**src/rtl/blinker_pkg.sv**
```systemverilog
// blinker_pkg: shared types for the multi-channel LED blinker.
//   pattern_t     - one blink pattern (on ticks, off ticks, blink count)
//   ch_state_t    - per-channel FSM state
//   pattern_lookup- fixed 4-entry pattern table indexed by pat_sel
package blinker_pkg;

  localparam int PAT_SEL_W = 2;
  localparam int PAT_PH_W  = 8;
  localparam int PAT_CNT_W = 4;

  typedef struct packed {
    logic [PAT_PH_W-1:0]  on_t;
    logic [PAT_PH_W-1:0]  off_t;
    logic [PAT_CNT_W-1:0] count;
  } pattern_t;

  typedef enum logic [1:0] {
    ST_IDLE = 2'd0,
    ST_ON   = 2'd1,
    ST_OFF  = 2'd2
  } ch_state_t;

  // 0 ERROR, 1 OK, 2 ACK, 3 IDLE_HINT (count 0: completes without lighting)
  function automatic pattern_t pattern_lookup(input logic [PAT_SEL_W-1:0] sel);
    pattern_t p;
    case (sel)
      2'd0:    p = '{on_t: 8'd5,  off_t: 8'd10, count: 4'd3};
      2'd1:    p = '{on_t: 8'd2,  off_t: 8'd2,  count: 4'd5};
      2'd2:    p = '{on_t: 8'd1,  off_t: 8'd1,  count: 4'd1};
      default: p = '{on_t: 8'd10, off_t: 8'd10, count: 4'd0};
    endcase
    return p;
  endfunction

endpackage

```
**src/rtl/multi_blinker_channel.sv**
```systemverilog
// blink_channel: one LED channel; plays a table pattern counted in prescaler ticks.
// Ports:
//   hwclk, rst       clock, async active-high reset
//   tick             shared one-cycle timebase pulse
//   start, pat_sel   start request and pattern index (sampled in IDLE only)
//   abort            (only with BLINKER_ABORT_EN) stop the running pattern
//   led, busy, done  registered outputs; done is a one-cycle completion pulse
//
// state | meaning
// IDLE  | waiting for start, led off
// ON    | led lit, counting on ticks
// OFF   | led dark, counting off ticks; last OFF phase returns to IDLE
module blink_channel
  import blinker_pkg::*;
#(
  parameter int PH_W  = 8,
  parameter int CNT_W = 4
) (
  input  logic                 hwclk,
  input  logic                 rst,
  input  logic                 tick,
  input  logic                 start,
  input  logic [PAT_SEL_W-1:0] pat_sel,
`ifdef BLINKER_ABORT_EN
  input  logic                 abort,
`endif
  output logic                 led,
  output logic                 busy,
  output logic                 done
);

  ch_state_t         state_q, state_d;
  logic [PH_W-1:0]   phase_q, phase_d;
  logic [PH_W-1:0]   on_lim_q, on_lim_d;
  logic [PH_W-1:0]   off_lim_q, off_lim_d;
  logic [CNT_W-1:0]  rem_q, rem_d;
  logic              led_q, led_d;
  logic              busy_q, busy_d;
  logic              done_q, done_d;

  pattern_t          pat;
  logic [PH_W-1:0]   ph_inc;
  logic              abort_req;

`ifdef BLINKER_ABORT_EN
  assign abort_req = abort;
`else
  assign abort_req = 1'b0;
`endif

  assign pat    = pattern_lookup(pat_sel);
  assign ph_inc = phase_q + PH_W'(1);

  // A zero-length phase would never be reached by the incrementing counter,
  // so it is stretched to one tick.
  function automatic logic [PH_W-1:0] phase_limit(input logic [PAT_PH_W-1:0] t);
    logic [PH_W-1:0] v;
    v = PH_W'(t);
    if (v == '0) v = PH_W'(1);
    return v;
  endfunction

  always_comb begin
    state_d   = state_q;
    phase_d   = phase_q;
    on_lim_d  = on_lim_q;
    off_lim_d = off_lim_q;
    rem_d     = rem_q;
    led_d     = led_q;
    busy_d    = busy_q;
    done_d    = 1'b0;

    case (state_q)
      ST_IDLE: begin
        led_d  = 1'b0;
        busy_d = 1'b0;
        if (start) begin
          if (pat.count == '0) begin
            done_d = 1'b1;
          end else begin
            state_d   = ST_ON;
            led_d     = 1'b1;
            busy_d    = 1'b1;
            phase_d   = '0;
            rem_d     = CNT_W'(pat.count);
            on_lim_d  = phase_limit(pat.on_t);
            off_lim_d = phase_limit(pat.off_t);
          end
        end
      end

      ST_ON: begin
        if (abort_req) begin
          state_d = ST_IDLE;
          led_d   = 1'b0;
          busy_d  = 1'b0;
          done_d  = 1'b1;
          phase_d = '0;
          rem_d   = '0;
        end else if (tick) begin
          if (ph_inc == on_lim_q) begin
            state_d = ST_OFF;
            led_d   = 1'b0;
            phase_d = '0;
          end else begin
            phase_d = ph_inc;
          end
        end
      end

      ST_OFF: begin
        if (abort_req) begin
          state_d = ST_IDLE;
          led_d   = 1'b0;
          busy_d  = 1'b0;
          done_d  = 1'b1;
          phase_d = '0;
          rem_d   = '0;
        end else if (tick) begin
          if (ph_inc == off_lim_q) begin
            phase_d = '0;
            rem_d   = rem_q - CNT_W'(1);
            if (rem_q == CNT_W'(1)) begin
              state_d = ST_IDLE;
              busy_d  = 1'b0;
              done_d  = 1'b1;
            end else begin
              state_d = ST_ON;
              led_d   = 1'b1;
            end
          end else begin
            phase_d = ph_inc;
          end
        end
      end

      default: begin
        state_d = ST_IDLE;
        led_d   = 1'b0;
        busy_d  = 1'b0;
        phase_d = '0;
        rem_d   = '0;
      end
    endcase
  end

  always_ff @(posedge hwclk or posedge rst) begin
    if (rst) begin
      state_q   <= ST_IDLE;
      phase_q   <= '0;
      on_lim_q  <= '0;
      off_lim_q <= '0;
      rem_q     <= '0;
      led_q     <= 1'b0;
      busy_q    <= 1'b0;
      done_q    <= 1'b0;
    end else begin
      state_q   <= state_d;
      phase_q   <= phase_d;
      on_lim_q  <= on_lim_d;
      off_lim_q <= off_lim_d;
      rem_q     <= rem_d;
      led_q     <= led_d;
      busy_q    <= busy_d;
      done_q    <= done_d;
    end
  end

  assign led  = led_q;
  assign busy = busy_q;
  assign done = done_q;

endmodule

```
**src/rtl/multi_blinker.sv**
```systemverilog
// multi_blinker: N_CH independent LED blink channels sharing one tick prescaler.
// Optional feature macro: BLINKER_ABORT_EN adds the per-channel abort input.
// Ports:
//   hwclk    system clock
//   rst      async active-high reset
//   start    per-channel start request
//   pat_sel  per-channel 2-bit pattern index (channel i at [2i+1:2i])
//   abort    per-channel abort (BLINKER_ABORT_EN only)
//   led      registered LED drive, 1 = lit
//   busy     channel is playing a pattern
//   done     one-cycle completion pulse
module multi_blinker
  import blinker_pkg::*;
#(
  parameter int N_CH     = 4,
  parameter int TICK_DIV = 1200000,
  parameter int PH_W     = 8,
  parameter int CNT_W    = 4
) (
  input  logic                        hwclk,
  input  logic                        rst,
  input  logic [N_CH-1:0]             start,
  input  logic [PAT_SEL_W*N_CH-1:0]   pat_sel,
`ifdef BLINKER_ABORT_EN
  input  logic [N_CH-1:0]             abort,
`endif
  output logic [N_CH-1:0]             led,
  output logic [N_CH-1:0]             busy,
  output logic [N_CH-1:0]             done
);

  localparam int PS_W = (TICK_DIV > 1) ? $clog2(TICK_DIV) : 1;

  logic [PS_W-1:0] presc_q, presc_d;
  logic            tick;

  // Free-running; start never realigns it, so the first ON phase of a
  // pattern is shortened by whatever prescaler phase it started in.
  assign tick = (presc_q == PS_W'(TICK_DIV - 1));

  always_comb begin
    presc_d = presc_q + PS_W'(1);
    if (tick) presc_d = '0;
  end

  always_ff @(posedge hwclk or posedge rst) begin
    if (rst) presc_q <= '0;
    else     presc_q <= presc_d;
  end

  for (genvar i = 0; i < N_CH; i++) begin : g_ch
    blink_channel #(
      .PH_W  (PH_W),
      .CNT_W (CNT_W)
    ) u_ch (
      .hwclk   (hwclk),
      .rst     (rst),
      .tick    (tick),
      .start   (start[i]),
      .pat_sel (pat_sel[PAT_SEL_W*i +: PAT_SEL_W]),
`ifdef BLINKER_ABORT_EN
      .abort   (abort[i]),
`endif
      .led     (led[i]),
      .busy    (busy[i]),
      .done    (done[i])
    );
  end

endmodule

```
**config.mk**
```make
export PLATFORM = sky130hd
export DESIGN_NAME = multi_blinker
export DESIGN_NICKNAME = d
export VERILOG_FILES = /design/src/rtl/blinker_pkg.sv /design/src/rtl/multi_blinker_channel.sv /design/src/rtl/multi_blinker.sv
export SDC_FILE = /design/constraint.sdc
export NUM_CORES = 1
export LEC_CHECK = 0
export CORE_UTILIZATION = 40
export CTS_BUF_LIST = sky130_fd_sc_hd__clkbuf_8
export DETAILED_ROUTE_END_ITERATION = 10
export HOLD_SLACK_MARGIN = 0.05
export PLACE_DENSITY = 0.67
export REMOVE_ABC_BUFFERS = 1
export SETUP_SLACK_MARGIN = 0.02
export SLEW_MARGIN = 30
export SYNTH_ARGS = -nofsm -noshare
export SYNTH_HDL_FRONTEND = slang
export SYNTH_HIERARCHICAL = 1
export SYNTH_SLANG_ARGS = --single-unit
export TNS_END_PERCENT = 20
```
**constraint.sdc**
```tcl
create_clock -name hwclk -period 4.5 [get_ports hwclk]
set_clock_uncertainty 0.05 [all_clocks]
set_input_delay 0.45 -clock hwclk [delete_from_list [all_inputs] [get_ports hwclk]]
set_output_delay 0.45 -clock hwclk [all_outputs]
set_load 0.01 [all_outputs]
```
Word-level counts from Yosys, hierarchy flattened
Index checks and enable logic that the tools add are counted.
W data, S select, Z words.
{"block": "word_totals", "elab_cells": 320, "ff_bits": 153}
{"block": "classes", "n_addsub": 9, "bitwise_logic": 8, "muxes": 165, "n_eq_ne": 61, "n_reduce_logical": 44}
{"cell": "$mux W8", "count": 32}
{"cell": "$pmux W16 S3", "count": 4}
{"cell": "$pmux W8 S3", "count": 4}
{"cell": "$eq A8 B8 Y1", "count": 8}
{"cell": "$logic_not A8 Y1", "count": 8}
{"cell": "$mux W1", "count": 64}
{"cell": "$mux W4", "count": 16}
{"cell": "$mux W2", "count": 24}
{"cell": "$pmux W4 S3", "count": 4}
{"cell": "$reduce_and A5 Y1", "count": 8}
{"cell": "$ne A2 B2 Y1 const B", "count": 18}
{"cell": "$add A8 B1 Y8 const B", "count": 4}
{"cell": "$reduce_and A4 Y1", "count": 8}
{"cell": "$ne A2 B1 Y1 const B", "count": 14}
{"cell": "$pmux W1 S3", "count": 8}
{"cell": "$pmux W2 S3", "count": 4}
{"cell": "$reduce_and A6 Y1", "count": 4}
{"cell": "$add A21 B1 Y21 const B", "count": 1}
{"cell": "$eq A21 B21 Y1 const B", "count": 1}
{"cell": "$mux W21", "count": 1}
{"cell": "$eq A2 B1 Y1 const B", "count": 8}
{"cell": "$eq A2 B2 Y1 const B", "count": 8}
{"cell": "$eq A4 B1 Y1 const B", "count": 4}
{"cell": "$logic_not A2 Y1", "count": 8}
{"cell": "5 further kinds", "count": 24}

Depth between registers and ports, before layout
{"block": "depth", "depth_word": 6, "mapped_depth": 10, "mapped_depth_nobuf": 8}

Modules after synthesis
The synthesis kept the hierarchy.
{"mod": "blink_channel (g_ch[0].u_ch ...)", "area_per_inst_um2": 1652.8, "cells_per_inst": 178, "n_inst": 3}
{"mod": "blink_channel (g_ch[3].u_ch)", "area_per_inst_um2": 1585.3, "cells_per_inst": 166, "n_inst": 1}
{"mod": "multi_blinker", "area_per_inst_um2": 997.2, "cells_per_inst": 95, "n_inst": 1}

Worst setup path before layout
OpenSTA, ideal clock, no wires.
{"block": "synth_timing", "path_type": "register to register", "start": "register presc_q[0]", "end": "register g_ch[0].u_ch.state_q[0]", "slack_ns": 1.332, "period_less_slack_ns": 3.168, "setup_ns": 0.125, "arrival_ns": 2.993, "path_stages_with_launch": 10, "path_cell_list": "dfrtp_1 ha_1 nand4_2 nor3_1 clkbuf_1 nand4_1 nor3_1 o21ai_1 a221oi_4 mux2_4"}
{"block": "synth_between", "elab_chain_cells": 3, "word_cells_on_any_way": 4, "cone_classes": "3 x eq/ne; 1 x reduce/logical"}
{"element": "start, declared", "line": "multi_blinker.sv:34", "rtl": "logic [PS_W-1:0] presc_q, presc_d;"}
{"element": "start signal, assigned", "line": "multi_blinker.sv:48", "rtl": "else presc_q <= presc_d;"}
{"element": "$eq A21 B21 Y1 (*)", "line": "multi_blinker.sv:39", "rtl": "assign tick = (presc_q == PS_W'(TICK_DIV - 1));"}
{"element": "net tick", "line": "multi_blinker.sv:35", "rtl": "logic tick;"}
{"element": "$ne A2 B1 Y1 (no line)"}
{"element": "$reduce_and A6 Y1 (no line) (*)"}
{"element": "end signal, assigned", "line": "multi_blinker_channel.sv:158", "rtl": "state_q <= state_d;"}
{"element": "end, declared", "line": "multi_blinker_channel.sv:32", "rtl": "ch_state_t state_q, state_d;"}
Mark *: on every way through the listed nets, which the timed path passes. The rest lies on a longest branch.
A chain may end at the register's enable or synchronous reset.

Final worst setup path
{"block": "layout_timing", "start": "register presc_q[0]", "end": "register g_ch[3].u_ch.rem_q[1]"}
{"block": "layout_between", "elab_chain_cells": 3}
{"element": "$eq A21 B21 Y1", "line": "multi_blinker.sv:39"}
{"element": "$ne A2 B2 Y1 (no line)"}
{"element": "$reduce_and A5 Y1 (no line)"}
{"element": "end signal, assigned", "line": "multi_blinker_channel.sv:162", "rtl": "rem_q <= rem_d;"}
{"element": "end, declared", "line": "multi_blinker_channel.sv:36", "rtl": "logic [CNT_W-1:0] rem_q, rem_d;"}
Every way passes these cells.

==> impl_metrics.yaml <==
status:
  status: "finished, final reports clean"
finish:
  layout_common_cells: "dfrtp_1, inv_1, nand2_1"
  nets: 879
  antenna_cells: 0
  nFillCells: 1672
  drive_gt1_frac: 0.1104
  fin_area_sq_mm: 0.008359
  syn_to_final_growth_pct: 10.85
  finalNonFillerCells: 1053
  final_common_cell: "dfrtp_1"
power:
  p_sw_mw: 1.965
  powerDensity_mw_per_mm2: 575.8
  seq_power_share: 0.322
  finalPower_mw: 4.813
  p_int_mw: 2.848
  p_clk_frac: 0.208
  leakagePower_nw: 3.606
  combPwrFrac: 0.470
  irDropWorstVdd_uv: 280.3
  p_sw_frac: 0.4083
sta:
  relSlewSlack: 0.4762
  setup_violations: 0
  finalMaxSlewViolations: 0
  period_share: 0.6467
  rsz0062_at_grt: "false"
  period_needed_ns: 2.910
  tightestPinTransition_ns: 0.7849
  setup_tns_ns: 0
  fin_ws_ns: 1.590
  finalHoldViolCount: 0
  clock.fmax_mhz: 343.7
synth:
  synth-async-reset-ratio: 1.000
  syn_inst: 795
  synth-edff-count: 0
  yosysWarnings: 6
  synth_top_area_share: 0.3883
  synth_area_sq_mm: 0.007541
  synthTopCellsByArea: "dfrtp_1, ha_1, xnor2_1, inv_1, nand2_1"
  ys.flop_type: "dfrtp_1"
  avgSynthCellArea_sq_um: 9.486
  synth_cell_type_count: 66
  synth_seq_cells: 117
  ys_seq_area_frac: 0.3883
  synth_top_cell_by_area: "dfrtp_1"
global_routing:
  grt_pass1_vias: 5511
  grt_pass1_wl_um: 26300
  antenna_found_initial: 0
  grt_overflow: 0
  grt_max_degree: 25
  track_usage: 0.1656
worst_setup_path:
  cp_slowest_cell: "or3_1"
  cp_top_family: "simple AND/OR/NAND/NOR gates"
  critPathMaxFanout: 18
  cp.required_ns: 4.78
  crit_path_max_incr_delay_ns: 0.46
  cp.arrival_ns: 3.19
  crit_top_cell: "buf_4"
  worst-path-buf-inv: 2
  worstSetupPathType: "reg2reg"
  worstSetupStartpointType: "flop"
  cp_cell_sequence: "ha_1 -> nand4_2 -> nor3_2 -> buf_4 -> o21ai_1 -> buf_4 -> or3_1 -> mux2_4"
  cp-end-kind: "flop"
clock_tree:
  clockBufferDepth: 2
  cts_tree: "yes"
  cts_sinks: 117
  clk_pin_slew_ns: 0.07
  cts-hold-fix-buffers: 0
  clock_latency_ns: 0.45
  numCtsBuffers: 17
  clockRootBuffer: "clkbuf_8"
  cts_setup_buffers: 0
  cts_max_level: 4
  ctsResizeCount: 0
place:
  dpl_worst_slack_ns: 1.531
  hpwlAfterDp_um: 10810
  place_area_sq_mm: 0.007950
  io_buffers: 25
  dp.cells: 1022
  gp_congestion: 0.8191
detailed_routing:
  drc: 0
  vias: 5816
  ant_nets: 0
  wire_per_inst_um: 14.31
  vias_per_cell: 5.523
  drt_iter0_markers: 409
  firstDrtPassIters: 5
  routed_wl_um: 15070
die:
  placeableCoreArea_sq_mm: 0.01821
  ios: 26
  rows: 49
  die_area_sq_mm: 0.01941
  start_util: 0.4141
  die_w_um: 139.3
  die_h_um: 139.3
job:
  cap_viol_max_count: 0
min_path:
  hold_path.class: "reg2reg"
-- area by class of cell --
class | instances | area [sq um] | share of cell area
multi-input combinational | 584 | 4223 | 0.5052
sequential | 117 | 2928 | 0.3502
tap | 229 | 286.5 | 0.03428
clock buffer | 20 | 275.3 | 0.03293
timing repair buffer | 28 | 272.8 | 0.03263
inverter | 64 | 240.2 | 0.02874
clock inverter | 11 | 133.9 | 0.01602
-- Yosys cell counts (4+ instances only) --
library cell / number
nand4_1: 15
or4_1: 7
buf_2: 7
o31ai_1: 6
mux2i_1: 9
mux2_4: 4
a31oi_1: 5
nand3_1: 41
or3_1: 10
nor2_1: 58
o21a_1: 4
clkbuf_1: 18
dfrtp_1: 117
a311oi_1: 7
a21oi_1: 19
o211ai_1: 13
nor2b_1: 5
a22oi_1: 7
and3_1: 6
or2_2: 4
nor3_1: 29
xnor2_1: 37
nand2_1: 61
o21ai_1: 7
xor2_1: 22
o2111ai_1: 5
and2_1: 5
nor4_2: 4
buf_6: 4
a21boi_0: 4
mux2_2: 16
ha_1: 53
inv_1: 64
nor4_1: 10
a41oi_1: 4
nand3b_1: 4
o21ai_0: 43
nor3b_1: 5
-- flip-flops by register name (all words and copies together) (netlist names), 8 cells and up --
| register | cells |
|---|---|
| g_ch.u_ch/phase_q | 32 |
| presc_q | 21 |
| g_ch.u_ch/on_lim_q | 16 |
| g_ch.u_ch/rem_q | 16 |
| g_ch.u_ch/off_lim_q | 12 |
| g_ch.u_ch/state_q | 8 |
-- worst paths after layout --
check                            from                     to  slack [ns]  cells past startpoint
max in group asynchronous         rst            presc_q[10]        3.26                      2
hold / removal             presc_q[0]             presc_q[0]        0.43                      1
hold reg to reg            presc_q[0]             presc_q[0]        0.43                      1
setup / recovery           presc_q[0]  g_ch[3].u_ch/rem_q[1]        1.59                      8
setup reg to reg           presc_q[0]  g_ch[3].u_ch/rem_q[1]        1.59                      8
min in group asynchronous         rst      g_ch[0].u_ch/busy        0.52                      2
-- worst reg2reg max path, cell delays in order (launching register included) --
cell and delay (ns):
dfrtp_1 0.39, ha_1 0.23, nand4_2 0.24, nor3_2 0.27, buf_4 0.28, o21ai_1 0.28
buf_4 0.27, or3_1 0.46, mux2_4 0.33
-- metal layers --
layer	wire length, um	share of wire	track usage	vias to the layer above
met1	7419	0.49	0.2257	2813
met3	426	0.028	0.02925	19
li1	-	-	-	2886
met4	256	0.017	0.06842	0
met5	0	0	0	-
met2	6971	0.46	0.2595	98
-- metrics by stage --
stage	hold WS [ns]	utilization
floorplan	0.3765	-
global placement	0.4183	0.4366
detailed placement	0.4332	0.4366
CTS	0.4428	0.4591
global route	0.4711	0.4591
finish	0.4346	0.4591
-- power groups by stage --
stage / logic [mW] / registers [mW] / clock network (mW)
6_report: 2.26 / 1.55 / 1.00
5_1_grt: 2.53 / 1.59 / 1.08
4_1_cts: 2.26 / 1.55 / 1.03
3_5_place_dp: 2.25 / 1.57 / 0
3_3_place_gp: 2.22 / 1.56 / 0
2_1_floorplan: 1.72 / 1.53 / 0
-- kinds of logic (layout without fill, tap and decap cells) --
logic type | after synthesis | after routing | synth area share
AND/OR/NAND/NOR | 278 | 278 | 0.1925
AO/OA/AOI/OAI | 163 | 163 | 0.1606
flip-flops | 117 | 117 | 0.3883
buffers and inverters | 94 | 123 | 0.05243
XOR/XNOR | 61 | 61 | 0.07450
adder cells (fa/ha/maj) | 53 | 53 | 0.08794
multiplexers | 29 | 29 | 0.04380
No activity file was read; power rests on OpenSTA's default activity.
